## config.mk

```make
export PLATFORM = sky130hd
export DESIGN_NAME = mask_gen_flat
export DESIGN_NICKNAME = d
export VERILOG_FILES = /design/src/rtl/mask_pkg.sv /design/src/rtl/mask_gen_if.sv /design/src/rtl/mask_rect_cmp.sv /design/src/rtl/mask_gen.sv /design/src/flat_wrapper.sv
export SDC_FILE = /design/constraint.sdc
export NUM_CORES = 1
export LEC_CHECK = 0
export ABC_AREA = 1
export BUFFER_PORTS_ARGS = -buffer_cell sky130_fd_sc_hd__clkbuf_2
export CAP_MARGIN = 20
export CORE_MARGIN = 5
export CORE_UTILIZATION = 45
export DETAILED_ROUTE_END_ITERATION = 8
export GPL_TIMING_DRIVEN = 0
export HOLD_SLACK_MARGIN = 0.05
export SLEW_MARGIN = 20
export SYNTH_ARGS = -nofsm -noshare
export SYNTH_HDL_FRONTEND = slang
export SYNTH_SLANG_ARGS = --single-unit
export TNS_END_PERCENT = 5
```

## constraint.sdc

```tcl
create_clock -name iCLK -period 10.8 [get_ports iCLK]
set_clock_uncertainty 0.1 [all_clocks]
set_input_delay 1.62 -clock iCLK [delete_from_list [all_inputs] [get_ports iCLK]]
set_output_delay 1.62 -clock iCLK [all_outputs]
set_load 0.02 [all_outputs]
```

## src/rtl/mask_pkg.sv

```systemverilog
// mask_pkg: shared constants and types for the mask generator and the
// masking stage that consumes its output.
//   CFG_ADDR_CTRL  : config address of the control word (enables + invert)
//   CFG_INVERT_BIT : bit of the control word that inverts the final mask
//   PIPE_LAT       : mask latency; the masking stage's delay line must match
//   cfg_state_e    : pending-bank state (CLEAN = pending equals active)
//   rect_t         : one rectangle's inclusive bounds
package mask_pkg;

    localparam int unsigned COORD_W        = 10;
    localparam int unsigned CFG_ADDR_W     = 5;
    localparam logic [4:0]  CFG_ADDR_CTRL  = 5'd31;
    localparam int unsigned CFG_INVERT_BIT = 9;
    localparam int unsigned PIPE_LAT       = 6;
    localparam int unsigned MAX_RECT       = 7;

    typedef enum logic {CLEAN, DIRTY} cfg_state_e;

    typedef struct packed {
        logic [COORD_W-1:0] x0;
        logic [COORD_W-1:0] y0;
        logic [COORD_W-1:0] x1;
        logic [COORD_W-1:0] y1;
    } rect_t;

    // Inclusive unsigned range test; lo > hi yields 0.
    function automatic logic in_range(input logic [COORD_W-1:0] v,
                                      input logic [COORD_W-1:0] lo,
                                      input logic [COORD_W-1:0] hi);
        return (v >= lo) && (v <= hi);
    endfunction

endpackage

```

## src/rtl/mask_gen_if.sv

```systemverilog
// mask_gen_if: pixel coordinate input, config write port and mask output of
// the mask generator.
//   slave  : the mask generator side
//   master : the side that drives pixels/config and consumes the mask
interface mask_gen_if;

    logic       iDVI_VAL;
    logic [9:0] iDVI_X;
    logic [9:0] iDVI_Y;
    logic       iCFG_WE;
    logic [4:0] iCFG_ADDR;
    logic [9:0] iCFG_DATA;
    logic       oMASK;
    logic       oMASK_VAL;
    logic [9:0] oMASK_X;
    logic [9:0] oMASK_Y;
    logic       oCFG_PENDING;

    modport slave (
        input  iDVI_VAL, iDVI_X, iDVI_Y, iCFG_WE, iCFG_ADDR, iCFG_DATA,
        output oMASK, oMASK_VAL, oMASK_X, oMASK_Y, oCFG_PENDING
    );

    modport master (
        output iDVI_VAL, iDVI_X, iDVI_Y, iCFG_WE, iCFG_ADDR, iCFG_DATA,
        input  oMASK, oMASK_VAL, oMASK_X, oMASK_Y, oCFG_PENDING
    );

endinterface

```

## src/rtl/mask_rect_cmp.sv

```systemverilog
// mask_rect_cmp: registered inclusive hit test of one pixel against one
// rectangle.
//   i_clk, i_rst_n : clock, synchronous active-low reset
//   i_x, i_y       : pixel coordinate
//   i_rect         : rectangle bounds
//   o_hit          : registered hit (one cycle after the inputs)
module mask_rect_cmp
    import mask_pkg::*;
(
    input  logic               i_clk,
    input  logic               i_rst_n,
    input  logic [COORD_W-1:0] i_x,
    input  logic [COORD_W-1:0] i_y,
    input  rect_t              i_rect,
    output logic               o_hit
);

    logic r_hit;

    always_ff @(posedge i_clk) begin
        if (!i_rst_n) begin
            r_hit <= 1'b0;
        end else begin
            r_hit <= in_range(i_x, i_rect.x0, i_rect.x1) &&
                     in_range(i_y, i_rect.y0, i_rect.y1);
        end
    end

    assign o_hit = r_hit;

endmodule

```

## src/rtl/mask_gen.sv

```systemverilog
// mask_gen: per-pixel mask from the union of NUM_RECT rectangles, optionally
// inverted, with double-buffered configuration swapped at frame start.
//   iCLK, iRST_N : pixel clock, synchronous active-low reset
//   bus          : pixel coordinates in, config writes in, mask out
// Fixed latency of PIPE_LAT cycles, one pixel per clock, no backpressure.
module mask_gen
    import mask_pkg::*;
#(
    parameter int unsigned NUM_RECT = 4
) (
    input  logic      iCLK,
    input  logic      iRST_N,
    mask_gen_if.slave bus
);

    localparam int unsigned CARRY    = PIPE_LAT - 1;
    localparam logic [2:0]  NUM_R3   = 3'(NUM_RECT);

    // ---------------- config banks and swap FSM ----------------
    rect_t               r_pend_rect [NUM_RECT];
    rect_t               r_act_rect  [NUM_RECT];
    rect_t               w_eff_rect  [NUM_RECT];
    logic [NUM_RECT-1:0] r_pend_en, r_act_en, w_eff_en;
    logic                r_pend_inv, r_act_inv, w_eff_inv;

    cfg_state_e r_state, w_state_next;
    logic       w_swap;
    logic       w_frame_start;
    logic       w_wr_ctrl;
    logic [2:0] w_rect_idx;
    logic       w_wr_ok;

    assign w_frame_start = bus.iDVI_VAL && (bus.iDVI_X == '0) && (bus.iDVI_Y == '0);
    assign w_wr_ctrl     = bus.iCFG_ADDR == CFG_ADDR_CTRL;
    assign w_rect_idx    = bus.iCFG_ADDR[4:2];
    assign w_wr_ok       = bus.iCFG_WE && (w_wr_ctrl || (w_rect_idx < NUM_R3));

    always_ff @(posedge iCLK) begin
        if (!iRST_N) begin
            r_state <= CLEAN;
        end else begin
            r_state <= w_state_next;
        end
    end

    // A write in the swap cycle lands after the copy, so the bank stays dirty.
    always_comb begin
        w_state_next = r_state;
        w_swap       = 1'b0;
        unique case (r_state)
            CLEAN: if (w_wr_ok) w_state_next = DIRTY;
            DIRTY: if (w_frame_start) begin
                w_swap       = 1'b1;
                w_state_next = w_wr_ok ? DIRTY : CLEAN;
            end
        endcase
    end

    assign bus.oCFG_PENDING = (r_state == DIRTY);

    always_ff @(posedge iCLK) begin
        if (!iRST_N) begin
            for (int k = 0; k < NUM_RECT; k++) r_pend_rect[k] <= '0;
            r_pend_en  <= '0;
            r_pend_inv <= 1'b0;
        end else if (w_wr_ok) begin
            if (w_wr_ctrl) begin
                r_pend_en  <= bus.iCFG_DATA[NUM_RECT-1:0];
                r_pend_inv <= bus.iCFG_DATA[CFG_INVERT_BIT];
            end
            for (int k = 0; k < NUM_RECT; k++) begin
                if (!w_wr_ctrl && (w_rect_idx == 3'(k))) begin
                    unique case (bus.iCFG_ADDR[1:0])
                        2'd0: r_pend_rect[k].x0 <= bus.iCFG_DATA;
                        2'd1: r_pend_rect[k].y0 <= bus.iCFG_DATA;
                        2'd2: r_pend_rect[k].x1 <= bus.iCFG_DATA;
                        2'd3: r_pend_rect[k].y1 <= bus.iCFG_DATA;
                    endcase
                end
            end
        end
    end

    always_ff @(posedge iCLK) begin
        if (!iRST_N) begin
            for (int k = 0; k < NUM_RECT; k++) r_act_rect[k] <= '0;
            r_act_en  <= '0;
            r_act_inv <= 1'b0;
        end else if (w_swap) begin
            for (int k = 0; k < NUM_RECT; k++) r_act_rect[k] <= r_pend_rect[k];
            r_act_en  <= r_pend_en;
            r_act_inv <= r_pend_inv;
        end
    end

    // The frame-start pixel must already see the swapped-in bank.
    always_comb begin
        for (int k = 0; k < NUM_RECT; k++) begin
            w_eff_rect[k] = w_swap ? r_pend_rect[k] : r_act_rect[k];
        end
        w_eff_en  = w_swap ? r_pend_en  : r_act_en;
        w_eff_inv = w_swap ? r_pend_inv : r_act_inv;
    end

    // ---------------- pipeline ----------------
    // Valid and coordinates ride alongside S1..S5; index 0 is S1.
    logic [CARRY-1:0] r_val;
    logic [9:0]       r_x [CARRY];
    logic [9:0]       r_y [CARRY];

    always_ff @(posedge iCLK) begin
        if (!iRST_N) begin
            r_val <= '0;
            for (int i = 0; i < CARRY; i++) begin
                r_x[i] <= '0;
                r_y[i] <= '0;
            end
        end else begin
            r_val  <= {r_val[CARRY-2:0], bus.iDVI_VAL};
            r_x[0] <= bus.iDVI_X;
            r_y[0] <= bus.iDVI_Y;
            for (int i = 1; i < CARRY; i++) begin
                r_x[i] <= r_x[i-1];
                r_y[i] <= r_y[i-1];
            end
        end
    end

    // Config is captured with the pixel and travels with it.
    rect_t               r_s1_rect [NUM_RECT];
    logic [NUM_RECT-1:0] r_s1_en, r_s2_en, r_s3_hit;
    logic                r_s1_inv, r_s2_inv, r_s3_inv, r_s4_inv;
    logic                r_s4_any, r_s5_mask;
    logic [NUM_RECT-1:0] w_s2_hit;
    logic                r_o_mask, r_o_val;
    logic [9:0]          r_o_x, r_o_y;

    always_ff @(posedge iCLK) begin
        if (!iRST_N) begin
            for (int k = 0; k < NUM_RECT; k++) r_s1_rect[k] <= '0;
            r_s1_en   <= '0;
            r_s1_inv  <= 1'b0;
            r_s2_en   <= '0;
            r_s2_inv  <= 1'b0;
            r_s3_hit  <= '0;
            r_s3_inv  <= 1'b0;
            r_s4_any  <= 1'b0;
            r_s4_inv  <= 1'b0;
            r_s5_mask <= 1'b0;
        end else begin
            for (int k = 0; k < NUM_RECT; k++) r_s1_rect[k] <= w_eff_rect[k];
            r_s1_en   <= w_eff_en;
            r_s1_inv  <= w_eff_inv;
            r_s2_en   <= r_s1_en;
            r_s2_inv  <= r_s1_inv;
            r_s3_hit  <= w_s2_hit & r_s2_en;
            r_s3_inv  <= r_s2_inv;
            r_s4_any  <= |r_s3_hit;
            r_s4_inv  <= r_s3_inv;
            r_s5_mask <= r_s4_any ^ r_s4_inv;
        end
    end

    for (genvar g = 0; g < NUM_RECT; g++) begin : g_rect
        mask_rect_cmp u_cmp (
            .i_clk   (iCLK),
            .i_rst_n (iRST_N),
            .i_x     (r_x[0]),
            .i_y     (r_y[0]),
            .i_rect  (r_s1_rect[g]),
            .o_hit   (w_s2_hit[g])
        );
    end

    // Output register holds its last valid pixel across bubbles.
    always_ff @(posedge iCLK) begin
        if (!iRST_N) begin
            r_o_val  <= 1'b0;
            r_o_mask <= 1'b0;
            r_o_x    <= '0;
            r_o_y    <= '0;
        end else begin
            r_o_val <= r_val[CARRY-1];
            if (r_val[CARRY-1]) begin
                r_o_mask <= r_s5_mask;
                r_o_x    <= r_x[CARRY-1];
                r_o_y    <= r_y[CARRY-1];
            end
        end
    end

    assign bus.oMASK     = r_o_mask;
    assign bus.oMASK_VAL = r_o_val;
    assign bus.oMASK_X   = r_o_x;
    assign bus.oMASK_Y   = r_o_y;

endmodule

```

## src/flat_wrapper.sv

```systemverilog
// flat-port wrapper written by rule: the top's interface ports become plain ports
module mask_gen_flat import mask_pkg::*;
#(
    parameter int unsigned NUM_RECT = 4
)
  (iCLK, iRST_N, bus_iDVI_VAL, bus_iDVI_X, bus_iDVI_Y, bus_iCFG_WE, bus_iCFG_ADDR, bus_iCFG_DATA, bus_oMASK, bus_oMASK_VAL, bus_oMASK_X, bus_oMASK_Y, bus_oCFG_PENDING);
  mask_gen_if bus_i ();
  input  logic iCLK;
  input  logic iRST_N;
  input wire logic [$bits(bus_i.iDVI_VAL)-1:0] bus_iDVI_VAL;
  input wire logic [$bits(bus_i.iDVI_X)-1:0] bus_iDVI_X;
  input wire logic [$bits(bus_i.iDVI_Y)-1:0] bus_iDVI_Y;
  input wire logic [$bits(bus_i.iCFG_WE)-1:0] bus_iCFG_WE;
  input wire logic [$bits(bus_i.iCFG_ADDR)-1:0] bus_iCFG_ADDR;
  input wire logic [$bits(bus_i.iCFG_DATA)-1:0] bus_iCFG_DATA;
  output wire logic [$bits(bus_i.oMASK)-1:0] bus_oMASK;
  output wire logic [$bits(bus_i.oMASK_VAL)-1:0] bus_oMASK_VAL;
  output wire logic [$bits(bus_i.oMASK_X)-1:0] bus_oMASK_X;
  output wire logic [$bits(bus_i.oMASK_Y)-1:0] bus_oMASK_Y;
  output wire logic [$bits(bus_i.oCFG_PENDING)-1:0] bus_oCFG_PENDING;
  assign bus_i.iDVI_VAL = bus_iDVI_VAL;
  assign bus_i.iDVI_X = bus_iDVI_X;
  assign bus_i.iDVI_Y = bus_iDVI_Y;
  assign bus_i.iCFG_WE = bus_iCFG_WE;
  assign bus_i.iCFG_ADDR = bus_iCFG_ADDR;
  assign bus_i.iCFG_DATA = bus_iCFG_DATA;
  assign bus_oMASK = bus_i.oMASK;
  assign bus_oMASK_VAL = bus_i.oMASK_VAL;
  assign bus_oMASK_X = bus_i.oMASK_X;
  assign bus_oMASK_Y = bus_i.oMASK_Y;
  assign bus_oCFG_PENDING = bus_i.oCFG_PENDING;
  mask_gen #(.NUM_RECT(NUM_RECT)) u_core (.iCLK(iCLK), .iRST_N(iRST_N), .bus(bus_i));
endmodule
```

Word level (Yosys, flattened, before mapping)
Memory sizes are Yosys's and may differ from the RTL's. A register that Yosys moved wholly into a read port is not among the register bits.
Cells that the tools add are included.
{"block": "op_classes", "n_reduce_logical": 29, "magnitude_cmp": 17, "eq_ne": 7, "n_mux": 116, "bitwise_logic": 37}
{"cell": "two-way mux 40 bit", "n": 12}
{"cell": "two-way mux 10 bit", "n": 26}
{"cell": ">= comparator 10 bit", "n": 8}
{"cell": "<= comparator 10 bit", "n": 8}
{"cell": "two-way mux 1 bit", "n": 77}
{"cell": "bitwise OR 1 bit", "n": 34}
{"cell": "logical NOT 10 bit", "n": 2}
{"cell": "logical AND 1 bit", "n": 19}
{"cell": "equality test 3 x 2 -> 1 bit (second input constant)", "n": 2}
{"cell": "equality test 5 bit (second input constant)", "n": 1}
{"cell": "bitwise AND 4 bit", "n": 1}
{"cell": "equality test 2 bit (second input constant)", "n": 2}
{"cell": "OR reduction 4 bit", "n": 1}
{"cell": "equality test 3 x 1 -> 1 bit (second input constant)", "n": 1}
{"cell": "logical NOT 1 bit", "n": 3}
{"cell": "logical NOT 3 bit", "n": 1}
{"cell": "less-than comparator 3 bit (second input constant)", "n": 1}
{"cell": "equality test 2 x 1 -> 1 bit (second input constant)", "n": 1}
{"cell": "logical NOT 2 bit", "n": 1}
{"cell": "one-hot mux 1 bit (2 select lines)", "n": 1}
{"cell": "AND reduction 2 bit", "n": 1}
{"cell": "logical OR 1 bit", "n": 1}
{"cell": "NOT 1 bit", "n": 1}
{"cell": "bitwise XOR 1 bit", "n": 1}
{"block": "totals", "word_cells": 230, "in_bits": 39, "ram_bits": 580, "memories": 5, "regBits": 35}
{"name": "u_core.r_act_rect", "depth": 4, "word_bits": 40, "rd": 4, "rd_ports_with_merged_regs": 0, "write_ports": 4, "line": "mask_gen.sv:21", "text": "rect_t r_act_rect [NUM_RECT];"}
{"name": "u_core.r_pend_rect", "depth": 4, "word_bits": 40, "rd": 4, "rd_ports_with_merged_regs": 0, "write_ports": 4, "line": "mask_gen.sv:20", "text": "rect_t r_pend_rect [NUM_RECT];"}
{"name": "u_core.r_s1_rect", "depth": 4, "word_bits": 40, "rd": 4, "rd_ports_with_merged_regs": 0, "write_ports": 4, "line": "mask_gen.sv:130", "text": "rect_t r_s1_rect [NUM_RECT];"}
{"name": "u_core.r_x", "depth": 5, "word_bits": 10, "rd": 5, "rd_ports_with_merged_regs": 1, "write_ports": 5, "line": "mask_gen.sv:108", "text": "logic [9:0] r_x [CARRY];"}
{"name": "u_core.r_y", "depth": 5, "word_bits": 10, "rd": 5, "rd_ports_with_merged_regs": 1, "write_ports": 5, "line": "mask_gen.sv:109", "text": "logic [9:0] r_y [CARRY];"}

Logic depth before layout (Yosys ltp)
Gate-level depths: netlist of run 1.
{"block": "logic_depth", "depth_word": 9, "depth_mapped": 11, "ltp_nobuf": 11}

Hierarchy
Synthesis of run 1 repeated with hierarchy kept, for this count alone.
{"block": "hier_totals", "cells_unflattened": 2916, "hier_area_um2": 27507.6}
{"module": "mask_gen", "n_inst": 1, "area_each_um2": 22962.0, "cells_each": 2172}
{"module": "mask_rect_cmp at u_core.g_rect[0].u_cmp ...", "n_inst": 2, "area_each_um2": 1146.1, "cells_each": 193}
{"module": "mask_rect_cmp at u_core.g_rect[2].u_cmp", "n_inst": 1, "area_each_um2": 1131.1, "cells_each": 180}
{"module": "mask_rect_cmp at u_core.g_rect[3].u_cmp", "n_inst": 1, "area_each_um2": 1122.3, "cells_each": 178}

Worst setup path before layout of run 1
Ideal clock, no wire load.
{"block": "synth_path", "path_type": "input -> register", "startpoint": "input port iRST_N", "endpoint": "memory u_core.r_act_rect[0][0] (netlist bit), enable pin", "slack_ps": 4346, "arrival_time_ps": 5032, "cell_stages": 4, "required_time_ps": 9378, "path_cell_list": "clkbuf_1 buf_2 clkbuf_1 nand2_1"}
{"element": "start: declaration", "line": "flat_wrapper.sv:9", "text": "input logic iRST_N;"}
{"element": "end: declaration", "line": "mask_gen.sv:21"}

==> results of run 1 <==
[cell type report]
cell class / instances / area, um^2
Multi-Input combinational cell: 1445 / 7890
Fill cell: 5271 / 27800
Sequential cell: 635 / 15900
Antenna cell: 1 / 2.50
Clock inverter: 17 / 183
Inverter: 510 / 1910
Tap cell: 765 / 957
Timing Repair Buffer: 70 / 435
Buffer: 125 / 497
Clock buffer: 107 / 2080
[cells in the mapped netlist]
cell type / count
inv_1: 504
nand2_1: 483
edfxtp_1: 320
dfxtp_1: 315
nor2_1: 287
nand3_1: 195
nand4_1: 184
ha_1: 160
clkbuf_1: 89
a21oi_1: 44
o21ai_0: 42
buf_2: 19
buf_1: 17
a21o_1: 10
nand3_2: 9
clkinv_1: 6
o21bai_1: 6
nor3_1: 5
nand3_4: 4
o211ai_1: 4
o21a_1: 4
nand3b_1: 2
nor2_2: 1
nor3_4: 1
nor4_1: 1
o21ai_2: 1
or2_2: 1
xnor2_1: 1
[metal layers]
layer	vias up	part of all wire, %	global-route usage, %	routed length (um)
met5	-	0.049	0	34
met4	6	3.6	7.66	2490
met3	167	7.4	4.37	5090
met2	586	45	35.0	31200
met1	8913	44	29.5	30200
li1	9092	-	-	-
[worst max-delay path by stage]
stage               cells past startpoint                        end  slack [ps]
CTS                                     9   u_core.r_act_rect[0][26]        6750
detailed placement                      9  u_core.r_act_rect[0][152]        6130
finish                                  6  u_core.r_act_rect[0][140]        6740
floorplan                               4    u_core.r_act_rect[0][0]        4350
global route                            9  u_core.r_act_rect[0][140]        6600
global placement                        4  u_core.r_act_rect[0][152]        1640
[where the power goes]
group          internal (mW)  switching (mW)  leakage [nW]
clock network           1.42           0.923          1.10
registers               2.61          0.0547          5.76
logic                 0.0979           0.231          8.16
total                   4.13            1.21          15.0
[cells by family after synthesis]
logic type / after synthesis
adder cells (fa/ha/maj): 160
AND/OR/NAND/NOR: 1173
buffers and inverters: 635
XOR/XNOR: 1
flip-flops: 635
AO/OA/AOI/OAI: 111
[sequential cells by signal, summed over array words and instances (netlist names), 5 cells and up]
signal	flops
u_core.r_val	5
u_core.bus.oMASK_X	10
u_core.r_s1_rect	160
u_core.r_y	50
u_core.bus.oMASK_Y	10
u_core.r_x	50
u_core.r_pend_rect	160
u_core.r_act_rect	160
[tightest hold or removal path, stage by stage (launching register included)]
cell and delay, ps:
dfxtp_1 300, nand2_1 40, inv_1 40
[metrics by stage]
step                instance area [um^2]  std cells  power [mW]  hold WS [ps]  utilization (%)
global placement                   27500       3540        3.03           291             47.6
floorplan                          26200       2715        2.90           290                -
CTS                                29900       3673        5.37           309             51.7
detailed placement                 27600       3549        3.04           296             47.8
finish                             29900       3675        5.34           305             51.8
global route                       29900       3674        5.53           320             51.8
==> flow_summary_export.csv, run 1 <==
group,metric,value,unit
clock_network,path_clk_slew,60,ps
critical_path,arrival,4280,ps
sta,rsz0062_at_grt,"no",
logic_synthesis,ys.warnings.count,0,
sta,max_slew_margin,17.9,%
critical_path,worst_ep_required_time,11010,ps
critical_path,reg2reg_from,"u_core.bus.oCFG_PENDING",
clock_network,post_cts_buffers,0,
logic_synthesis,synth_cell_types,28,
sta,period_needed,4060,ps
min_path,holdCritStartpoint,"u_core.r_y[1][6]",
logic_synthesis,synth_top_family_by_area,"simple AND/OR/NAND/NOR gates",
final_layout,drive_above_1_share,7.05,%
logic_synthesis,synth_xor_area_share,0.0334,%
logic_synthesis,synthesis.nets,2914,
global_routing,first_global_vias,18267,
sta,fmaxAchievable,0.246,GHz
critical_path,crit_start,"iRST_N",
clock_network,cts_tree,"done",
drt,drt-vias-per-instance,5.11,
logic_synthesis,post-synth-top-area-cell,"edfxtp_1",
critical_path,crit_type,"input port to flop",
logic_synthesis,synthTopCellsByArea,"edfxtp_1 (37%), dfxtp_1 (24%), ha_1 (7.6%)",
run,drv_cap,0,
placed_design,io_buffers,60,
clock_network,h-tree-depth,3,
clock_network,clock-root-buffer,"clkbuf_16",
drt,drcViolationCount,0,
sta,slew_violations,0,
die,start_util,45.4,%
logic_synthesis,synth_compound_area_share,2.36,%
logic_synthesis,muxShareOfSynthArea,0,%
sta,final_hold_viol_count,0,
sta,setup_viol,0,
drt,first_pass_iters,6,
global_routing,track_usage,21.7,%
sta,setup_slack,6740,ps
sta,worstMarginPinSlew,1230,ps
critical_path,crit_path_end_kind,"flop",
drt,wl_per_cell,18.8,um
logic_synthesis,postSynthAreaPerCell,9.65,um^2
drt,wl,69000,um
clock_network,clkSinkCount,635,
logic_synthesis,ys_seq_area_share,60.7,%
drt,drtIter0Drc,1463,
power,vdd_drop_max,0.000118,V
clock_network,cts_inserted_buffers,68,
sta,fin_setup_tns,0,ps
power,cellLeakagePower,15.0,nW
clock_network,clk_latency,590,ps
logic_synthesis,yosysTopAreaCellShare,36.7,%
drt,vias,18764,
final_layout,nNetsFinal,3054,
run_status,status,"completed",
die,io_pins,62,
critical_path,cp_num_buf_inv,5,
critical_path,crit_family,"buffers and inverters",
clock_network,cts_resized,0,
final_layout,final_common_cell,"inv_1",
placed_design,gp_congestion,0.873,
drt,antenna_left,0,
min_path,hp-class,"flop to flop",
die,core,57700,um^2
critical_path,reg2reg_depth,6,
die,die_width,251,um
global_routing,grt_max_degree,47,
final_layout,area_growth,14.0,%
critical_path,startpoint_type,"input port",
power,powerDensity,179,nW/um^2
logic_synthesis,synthCells,2715,
placed_design,hpwl,46400,um
critical_path,path_max_fanout,46,
global_routing,grt_pass1_wl,105000,um
global_routing,grt.overflow.total,0,
critical_path,worstPathCellList,"clkbuf_1 > buf_2 > clkbuf_1 > nand2_4 > buf_16 > buf_16",
clock_network,cts.path.max_buffers,3,
logic_synthesis,syn_area,26200,um^2
min_path,min_to,"u_core.r_y[2][6]",
critical_path,reg2reg_setup_slack,7770,ps
logic_synthesis,synthAdderAreaFrac,7.64,%
clock_network,holdBufCountCts,0,
die,rows,88,
global_routing,antenna_found_initial,7,
logic_synthesis,yosys.area_share.simple,20.0,%
die,die_y,251,um
min_path,min_path_cells,2,
final_layout,final_cell_mix,"inv_1 (504), nand2_1 (482), edfxtp_1 (320), dfxtp_1 (315), nor2_1 (287)",
die,die-area,63200,um^2
critical_path,max_stage_delay,550,ps
placed_design,post-place-ws,6130,ps
sta,post-route-period-util,37.6,%
logic_synthesis,ys_ff_latch,635,
critical_path,crit_slowest_cell,"clkbuf_1",
critical_path,r2r-end,"u_core.r_act_rect[0][140]",
(Power assumes the default switching activity.)
==> inputs of run 2 (changes only) <==
==> constraint.sdc (replaced) <==
create_clock -name iCLK -period 4 [get_ports iCLK]
set_clock_uncertainty 0.1 [all_clocks]
set_input_delay 0.6 -clock iCLK [delete_from_list [all_inputs] [get_ports iCLK]]
set_output_delay 0.6 -clock iCLK [all_outputs]
set_load 0.02 [all_outputs]
==> flow_summary_export.csv, run 2 (synthesized netlist as in run 1, its figures left out) <==
group,metric,value,unit
run_status,status,"completed",
critical_path,cp_num_buf_inv,4,
sta,max_slew_margin,21.3,%
placed_design,gp_congestion,0.880,
drt,wl,68500,um
final_layout,final_cell_mix,"inv_1 (504), nand2_1 (482), edfxtp_1 (320), dfxtp_1 (315), nor2_1 (287)",
power,vdd_drop_max,0.000284,V
die,core,57700,um^2
placed_design,place_area,27600,um^2
sta,post-route-period-util,79.4,%
clock_network,clk_latency,600,ps
clock_network,h-tree-depth,3,
final_layout,nNetsFinal,3053,
sta,final_hold_viol_count,0,
die,die_width,251,um
critical_path,worst_ep_required_time,4180,ps
clock_network,cts_tree,"done",
clock_network,holdBufCountCts,0,
die,rows,88,
final_layout,drive_above_1_share,7.30,%
final_layout,seq_area,15900,um^2
critical_path,crit_type,"input port to flop",
clock_network,cts.path.max_buffers,3,
final_layout,final_common_cell,"inv_1",
critical_path,path_max_fanout,90,
critical_path,worstPathCellList,"clkbuf_1 > buf_2 > clkbuf_1 > nand2_8 > buf_16",
power,cellLeakagePower,15.0,nW
drt,drcViolationCount,0,
global_routing,grt.overflow.total,0,
clock_network,cts_inserted_buffers,69,
clock_network,post_cts_buffers,0,
sta,worstMarginPinSlew,1180,ps
global_routing,track_usage,21.5,%
final_layout,multiInputGateArea,7900,um^2
critical_path,crit_path_frequent_cell,"clkbuf_1",
drt,vias,18625,
final_layout,fill_cells,5214,
drt,antenna_left,0,
drt,drt-vias-per-instance,5.07,
placed_design,io_buffers,60,
critical_path,max_stage_delay,640,ps
clock_network,clock-root-buffer,"clkbuf_16",
sta,slew_violations,0,
power,powerDensity,482,nW/um^2
critical_path,arrival,3360,ps
critical_path,startpoint_type,"input port",
sta,period_needed,3180,ps
die,io_pins,62,
clock_network,clkSinkCount,635,
die,start_util,45.4,%
final_layout,reg_top3,"u_core.r_act_rect (160), u_core.r_pend_rect (160), u_core.r_s1_rect (160)",
drt,wl_per_cell,18.7,um
final_layout,finalInstanceArea,29800,um^2
min_path,hp-class,"input port to flop",
drt,first_pass_iters,6,
run,drv_cap,0,
sta,fmaxAchievable,0.315,GHz
clock_network,cts_resized,0,
global_routing,grt_max_degree,91,
drt,drtIter0Drc,1587,
placed_design,hpwl,46100,um
clock_network,path_clk_slew,60,ps
global_routing,grt_pass1_wl,103000,um
global_routing,antenna_found_initial,5,
sta,setup_viol,0,
die,die-area,63200,um^2
critical_path,crit_path_end_kind,"flop",
critical_path,reg2reg_setup_slack,920,ps
final_layout,final_core_util,51.7,%
global_routing,first_global_vias,18007,
critical_path,crit_family,"buffers and inverters",
final_layout,area_growth,13.9,%
critical_path,crit_slowest_cell,"clkbuf_1",
die,die_y,251,um
sta,rsz0062_at_grt,"no",
run 2: changes by cell type in the layout (fill, tap and decap cells not counted):
cell,previous run,this run
buf_16,2,1
clkbuf_1,111,103
nand2_4,1,0
clkinv_1,10,8
inv_4,0,1
buf_12,1,0
clkinv_4,0,3
clkbuf_16,76,75
diode_2,1,2
clkbuf_2,63,68
nand2_8,0,1
clkinv_2,8,9
run 2: final timing paths:
path,start,end,depth (start not counted)
setup / recovery,iRST_N,u_core.r_act_rect[0][135],5
hold / removal,bus_iDVI_X[6],u_core.r_x[0][6],3
hold reg to reg,u_core.r_y[3][7],u_core.r_y[4][7],2
setup reg to reg,u_core.bus.oCFG_PENDING,u_core.r_act_rect[0][135],5
run 2: layout make-up:
cell class	count	share of cell area, %
inverter	510	6.42
multi-input combinational	1445	26.5
buffer	125	1.69
clock buffer	103	6.84
antenna	2	0.0168
tap	765	3.21
timing repair buffer	68	1.30
sequential	635	53.3
clock inverter	20	0.713
run 2: metal layers:
metal | track usage [%] | vias to the layer above | wire length, um
met1 | 28.6 | 8761 | 29300
met5 | 0 | - | 27
li1 | - | 9079 | -
met2 | 35.1 | 629 | 31600
met3 | 4.69 | 152 | 5180
met4 | 7.42 | 4 | 2430
run 2: metrics by stage:
| stage | setup TNS (ps) | cells | total power, mW | setup WS [ps] | hold slack [ps] |
|---|---|---|---|---|---|
| floorplan | 0 | 2715 | 7.83 | 138 | 290 |
| global placement | -273260 | 3540 | 8.17 | -1730 | 293 |
| detailed placement | 0 | 3548 | 8.21 | 270 | 295 |
| CTS | 0 | 3671 | 14.5 | 890 | 73.8 |
| global route | 0 | 3671 | 14.9 | 770 | 95.2 |
| finish | 0 | 3673 | 14.4 | 822 | 99.0 |
run 2: worst reg2reg max path, stage by stage (launching register included):
cell and delay [ps]:
dfxtp_1 330, clkbuf_1 280, nand4_1 470, clkbuf_1 460, nand2_8 570, buf_16 440
run 2: report_power, final:
| group | total [mW] | internal (mW) | switching, mW |
|---|---|---|---|
| clock network | 6.30 | 3.79 | 2.51 |
| logic | 0.870 | 0.258 | 0.612 |
| registers | 7.21 | 7.06 | 0.149 |
| total | 14.4 | 11.1 | 3.27 |
